## src/rtl/dec2_vector_sequencer.sv

```systemverilog
// Batch sequencer for the shared 2-bit decrement unit: fetches each stored vector,
// applies it for a programmable settle time, captures the result and counts mismatches.
module dec2_vector_sequencer #(
  parameter int DEPTH  = 16,
  parameter int ADDR_W = 4,
  parameter int SETTLE = 1,
  parameter int ERR_W  = 8
) (
  input  logic              clk,
  input  logic              rst,
  input  logic              start,
  input  logic [ADDR_W:0]   num_vec,
  output logic [ADDR_W-1:0] vec_addr,
  input  logic [1:0]        vec_data,
  output logic [1:0]        dut_in,
  input  logic [1:0]        dut_out,
  output logic              res_we,
  output logic [ADDR_W-1:0] res_addr,
  output logic [1:0]        res_data,
  output logic [ERR_W-1:0]  err_count,
  output logic              busy,
  output logic              done
);

  localparam logic [2:0] S_IDLE    = 3'd0;
  localparam logic [2:0] S_FETCH   = 3'd1;
  localparam logic [2:0] S_LOAD    = 3'd2;
  localparam logic [2:0] S_SETTLE  = 3'd3;
  localparam logic [2:0] S_CAPTURE = 3'd4;
  localparam logic [2:0] S_DONE    = 3'd5;

  localparam int CNT_W = (SETTLE < 2) ? 1 : $clog2(SETTLE + 1);

  logic [2:0]        state;
  logic [ADDR_W:0]   n_vec;
  logic [ADDR_W:0]   num_clamped;
  logic [ADDR_W-1:0] idx;
  logic [ADDR_W-1:0] res_addr_q;
  logic [1:0]        res_data_q;
  logic [CNT_W-1:0]  cnt;
  logic [1:0]        expected;
  logic              last;
  logic              mismatch;

  function automatic logic [ERR_W-1:0] sat_inc(input logic [ERR_W-1:0] v);
    return (&v) ? v : v + 1'b1;
  endfunction

  assign num_clamped = (num_vec > (ADDR_W+1)'(DEPTH)) ? (ADDR_W+1)'(DEPTH) : num_vec;
  assign expected    = dut_in - 2'd1;
  assign mismatch    = (dut_out != expected);
  assign last        = ({1'b0, idx} == n_vec - (ADDR_W+1)'(1));

  always_ff @(posedge clk) begin
    if (rst) begin
      state      <= S_IDLE;
      n_vec      <= '0;
      idx        <= '0;
      vec_addr   <= '0;
      dut_in     <= '0;
      cnt        <= '0;
      res_addr_q <= '0;
      res_data_q <= '0;
      err_count  <= '0;
    end else begin
      case (state)
        S_IDLE: begin
          if (start) begin
            err_count <= '0;
            if (num_clamped != '0) begin
              n_vec    <= num_clamped;
              idx      <= '0;
              vec_addr <= '0;
              state    <= S_FETCH;
            end else begin
              state <= S_DONE;
            end
          end
        end
        // Memory read is in flight; data lands next cycle.
        S_FETCH: state <= S_LOAD;
        S_LOAD: begin
          dut_in <= vec_data;
          cnt    <= CNT_W'(SETTLE);
          state  <= S_SETTLE;
        end
        S_SETTLE: begin
          cnt <= cnt - CNT_W'(1);
          if (cnt == CNT_W'(1)) state <= S_CAPTURE;
        end
        // Result is written through combinationally this cycle and held afterwards.
        S_CAPTURE: begin
          res_addr_q <= idx;
          res_data_q <= dut_out;
          if (mismatch) err_count <= sat_inc(err_count);
          if (last) begin
            state <= S_DONE;
          end else begin
            idx      <= idx + 1'b1;
            vec_addr <= idx + 1'b1;
            state    <= S_FETCH;
          end
        end
        S_DONE:  state <= S_IDLE;
        default: state <= S_IDLE;
      endcase
    end
  end

  assign res_we   = (state == S_CAPTURE);
  assign res_addr = res_we ? idx : res_addr_q;
  assign res_data = res_we ? dut_out : res_data_q;
  assign busy     = (state != S_IDLE);
  assign done     = (state == S_DONE);

endmodule

```

## config.mk

```make
export PLATFORM = sky130hd
export DESIGN_NAME = dec2_vector_sequencer
export DESIGN_NICKNAME = d
export VERILOG_FILES = /design/src/rtl/dec2_vector_sequencer.sv
export SDC_FILE = /design/constraint.sdc
export NUM_CORES = 1
export LEC_CHECK = 0
export CORE_ASPECT_RATIO = 1.4
export CORE_UTILIZATION = 45
export CTS_CLUSTER_DIAMETER = 40
export CTS_CLUSTER_SIZE = 8
export DETAILED_ROUTE_END_ITERATION = 8
export GPL_TIMING_DRIVEN = 0
export PLACE_DENSITY = 0.77
export REMOVE_ABC_BUFFERS = 1
export SLEW_MARGIN = 20
export SYNTH_ARGS = -nofsm -noshare
export SYNTH_HDL_FRONTEND = slang
export SYNTH_SLANG_ARGS = --single-unit
```

## constraint.sdc

```tcl
create_clock -name clk -period 2.5 [get_ports clk]
set_input_delay 0.5 -clock clk [delete_from_list [all_inputs] [get_ports clk]]
set_output_delay 0.5 -clock clk [all_outputs]
set_load 0.05 [all_outputs]
```

After elaboration in Yosys (flattened, before gate mapping)

Cells that the tools add are included.

Add/sub/neg operators: 5
Multipliers: 0
Divide/modulo/power cells: 0
Order comparisons: 1
Eq/ne operators: 13
Shift-type cells: 0
Multiplexer cells: 17
Bitwise logic cells: 0
Reductions and logical operators: 10

Operators by type and width:

| cell                                                  | number |
|---|---|
| 2-to-1 mux 8 bit                                      | 3 |
| 2-to-1 mux 4 bit                                      | 4 |
| one-hot mux 8 bit (2 select lines)                    | 1 |
| one-hot mux 3 bit (5 select lines)                    | 1 |
| 2-to-1 mux 3 bit                                      | 4 |
| != test 2 bit (second input constant)                 | 5 |
| adder 8 x 1 -> 8 bit (second input constant)          | 1 |
| one-hot mux 4 bit (2 select lines)                    | 1 |
| AND reduction 4 bit                                   | 2 |
| AND reduction 8 bit                                   | 1 |
| equality test 3 x 2 -> 1 bit (second input constant)  | 2 |
| equality test 3 bit (second input constant)           | 2 |
| equality test 4 x 5 -> 1 bit                          | 1 |
| greater-than comparator 5 bit (second input constant) | 1 |
| 2-to-1 mux 5 bit                                      | 1 |
| nonzero test 5 bit                                    | 1 |
| subtractor 5 x 1 -> 5 bit (second input constant)     | 1 |
| adder 4 x 1 -> 4 bit (second input constant)          | 1 |
| nonzero test 2 bit                                    | 2 |
| equality test 3 x 1 -> 1 bit (second input constant)  | 1 |
| zero test 3 bit                                       | 1 |
| AND reduction 3 bit                                   | 1 |
| nonzero test 3 bit                                    | 1 |
| 2-to-1 mux 2 bit                                      | 1 |
| 6 further kinds                                       | 6 |

Register bits after elaboration: 29
Bits in latches: 0
Memory bits (writable): 0
Bits in read-only memories: 0
Output and inout bits: 23
Logic and storage cells: 54
Memories: 0

Logic depth before layout (Yosys ltp)

Depth after elaboration: 6
Depth in mapped cells: 9
Depth with buffers taken out: 7

Worst setup path after synthesis

OpenSTA, ideal clock, no wires.

Kind: register to register
Start: reg err_count[0]
End: reg err_count[3]
Library setup time: 0.070 ns
Arrival time: 1.817 ns
Setup slack: 0.613 ns
Stages on the path, launching flop included: 8
Period minus slack after synthesis: 1.887 ns
Path through: dfxtp_1 > ha_1 > nand3_1 > o21a_4 > a21oi_2 > buf_6 > o21ai_0 > a21oi_1

Word-level cells in the longest chain between the ends: 4
Elaborated cells between the ends (all ways): 7
Those cells by class: 1 x add/sub; 1 x eq/ne; 3 x mux; 2 x reduce/logical

Ends and longest elaborated chain:

| element                            | line | RTL |
|---|---|---|
| start, declared                    | 20   | `output logic [ERR_W-1:0] err_count,` |
| start signal, assigned             | 95   | `if (mismatch) err_count <= sat_inc(err_count);` |
| adder 8 x 1 -> 8 bit               | 46   | `return (&v) ? v : v + 1'b1;` |
| 2-to-1 mux 8 bit                   | 46   |  |
| 2-to-1 mux 8 bit                   | 95   |  |
| one-hot mux 8 bit (2 select lines) | 66   | `case (state)` |

Several ways; a longest one is shown, not always the timed one. The select of a mux whose other input is x is not followed.
A chain may end at the register's enable or synchronous reset.

Final worst setup path

Start: reg state[0]
End: out res_we

Word-level cells in the longest chain between the ends: 1

Ends and longest elaborated chain:

| element                | line | RTL |
|---|---|---|
| start, declared        | 34   | `logic [2:0] state;` |
| start signal, assigned | 56   | `state <= S_IDLE;` |
| start signal, assigned | 74   | `state <= S_FETCH;` |
| start signal, assigned | 76   | `state <= S_DONE;` |
| equality test 3 bit    | 110  | `assign res_we = (state == S_CAPTURE);` |
| end, declared          | 17   | `output logic res_we,` |

No other way between the ends.

==> summary.md <==
| Metric | Value |
|---|---|
| Crit Path Class | flop to output port |
| Clock skew | 0.00907 ns |
| Setup TNS | 0 ns |
| Die ar. | 3790 sq um |
| Max-slew headroom | 55.5% |
| Fin nets | 225 |
| Hold Path End | dut_in[0] |
| HP Start | dut_in[0] |
| GRT Residual Overflow | 0 |
| Final core utilization | 58.6% |
| Final WS setup | 0.0866 ns |
| IO Count | 35 |
| CP max-delay cell | clkdlybuf4s50_1 |
| Ant diodes | 0 |
| Layout cells sized above 1 | 11.4% |
| Fmax | 414 MHz |
| Worst slew pin tran | ~0.67 ns |
| CP Data Arrival Time | 1.91 ns |
| Hold Vio Cnt, Final | 0 |
| Reg2reg start | n_vec[0] |
| Ys Warns | 0 |
| RSZ-0062 raised after global routing | no |
| Hold crit path type | flop to flop |
| DRC | 0 |
| RePlAce Congestion | 0.731 |
| Power share of the clock group | 35.6% |
| Total core area | roughly 3400 sq um |
| Minimum clock period | 2.41 ns |
| Commonest non-fill, non-tap cell in the layout | clkdlybuf4s50_1 |
| Yosys reg bits | 29 |
| Die height | roughly 72 um |
| Synth Area per Inst | approximately 9.0 sq um |
| Crit path launch | state[0] |
| Multi-input gate area | 896 sq um |
| Ranking of synthesized cells by area | dfxtp_1 (36%), a21oi_1 (5.0%), mux2_2 (4.9%) |
| CTS tree | done |
| Switch share | 27.9% |
| Post-synth top area share | a little over a third |
| CP Launch Type | flop |
| First-pass GRT wire length | 5380 um |
| Num rows | 25 |
| IO Port Bufs | 34 |
| Reg2reg setup slack | 0.56 ns |
| Initial antenna violation count | 0 |
| Detailed Route Iter0 Violations | 51 |
| Worst Path Max Fanout | 13 |
| Final setup vio count | 0 |
| Peak VDD IR | between 0.3 and 0.4 mV |
| Post-Syn Instances | 177 |
| PwrDens | 520 nW/um^2 |
| Number of CTS-inserted buffers | 5 |
| Clk_lat worst skew | 0.28 ns |
| Status | completed |
| Worst R2R Path Depth | 7 |
| Grt met1 use | 22.0% |
| Sequential Area | 583 sq um |
| Fillers | 299 |
| Hold path cells | 2 |
| Die width | 52.3 um |
| Dpl ws | 0.00339 ns |
| Psw | 0.000287 W |
| Non-filler cells, final | 251 |
| Most Crowded Layer GR | met2 |
| Power share of the combinational group | between 15 and 20% |
| Final period util | 96.5% |
| H-tree Lvls | 2 |
| Clock transition at path regs | roughly 0.050 ns |
| Yosys cell types | 45 |
| Worst path max stage delay | 0.81 ns |
| Num Clock Sinks | 29 |
| Post-synth top flop | dfxtp_1 |
| Post-synth EDFFs | 0 |
| Vias | about 1400 |
| Max_cap viols | 0 |
| Async set-reset flop share out of synthesis | 0% |
| Reg power frac | 48.4% |
| Met3 usage | between 5 and 6% |
| Remaining antenna violation count after routing | 0 |
| Placed cell count | 243 |
| Post-synth top area cell | dfxtp_1 |
| Hold Slack | between 0.4 and 0.5 ns |
| Vias in the first global route | 1269 |
| Required time worst endpoint | 2.00 ns |
| Initial Util | 47.2% |
| Met2 usage | 31.1% |
| Lkg Pwr | 0.711 nW |
| CP cell instances | nor2_8 -> nand2_4 -> clkinv_4 -> clkdlybuf4s50_1 |
| Reg-to-reg endpoint | state[2] |
| Wire per inst | 13.3 um |
| Count of pins over their slew limit | 0 |
| Longest Clk Path Bufs | 2 |
| Drt via density | roughly 5.6 |
| Clock root buffer | clkbuf_8 |
| Routed WL | 3330 um |
| Area Growth Syn to Fin | 24.1% |
| Critical Path End Type | output port |
| Internal | 0.000742 W |
| First-pass detailed-route iteration total | 4 |
| Mapped cell area | between 1500 and 2000 sq um |
| Seq/Total Area, Yosys | 36.4% |
| Post-DP HPWL | between 2000 and 2500 um |
| Commonest cells after routing, fill and taps aside | clkdlybuf4s50_1 (28), dfxtp_1 (27), a21oi_1 (16) |
| Global Route Usage Sum | 19.0% |
| Largest net degree at the start of global routing | 19 |
| Setup repair bufs after CTS | 0 |
## per-stage QoR
step           area, sq um  power, W
2_1_floorplan         1510  0.000615
3_3_place_gp          1900  0.000671
3_5_place_dp          1900  0.000673
4_1_cts               1970   0.00104
5_1_grt               1980   0.00107
6_report              1980   0.00103
## power by group through the flow
stage          clock, W  combinational (W)  sequential (W)
3_3_place_gp          0           0.000163        0.000508
2_1_floorplan         0           0.000102        0.000512
4_1_cts        0.000374           0.000166        0.000498
3_5_place_dp          0           0.000165        0.000508
6_report       0.000367           0.000165        0.000499
5_1_grt        0.000392           0.000180        0.000502
## flip-flops by register name (all words and copies together), names as in the netlist
register	flops
idx	4
dut_in	2
n_vec	5
res_addr_q	4
err_count	8
state	3
res_data_q	2
cnt	1
## metal layers
metal  share of wire, %  vias up
met1                 44      653
li1                   -      715
met2                 50       24
met5                  0        -
met4                2.4        0
met3                3.8        7
## cell usage after synthesis (all sizes together), types with 4 or more instances
master  count
a21oi      17
a22oi       4
and2        6
buf         5
dfxtp      29
inv         6
mux2        7
nand2      13
nand3      12
nor2       14
nor3        5
o211ai      4
o21ai       5
o31ai       5
or3         4
xnor2       5
## kinds of logic (layout without fill, tap and decap cells)
logic type	count (synthesis)	after routing	synth area share, %
buffers and inverters	15	49	7.45
adders and majority gates	3	3	2.35
xor gates and xnor gates	6	6	3.76
AOI/OAI and AO/OA	47	47	20.5
muxes	9	9	6.20
DFF	29	29	36.4
and+or+nand+nor	68	68	23.4
## worst max-delay path: cells and delay by family, from the launching register on
family / cells / cell delay [ns]
DFF: 1 / 0.42
buffers and inverters: 2 / 0.94
and+or+nand+nor: 2 / 0.27
## worst max-delay path by stage
stage / endpoint / slack [ns] / depth (start not counted)
2_1_floorplan: err_count[3] / 0.57 / 6
3_3_place_gp: res_data[1] / 0.02 / 3
3_5_place_dp: res_data[1] / 0.003 / 3
4_1_cts: done / 0.02 / 3
5_1_grt: res_addr[3] / 0.007 / 5
6_report: res_we / 0.09 / 4
## final cells by class
type	count	area share (%)
inverter	7	1.58
timing repair buffer	34	17.1
multi-input combinational	133	45.3
tap	40	2.53
sequential	29	29.5
clock buffer	8	4.05
## what timing repair did
action	in CTS	in global routing
endpoints found under the setup margin	8	8
resized for setup	7	6
endpoints found under the hold margin	0	0
hold buffers	0	0
pin swaps	0	0
No activity file was read; power rests on OpenSTA's default activity.
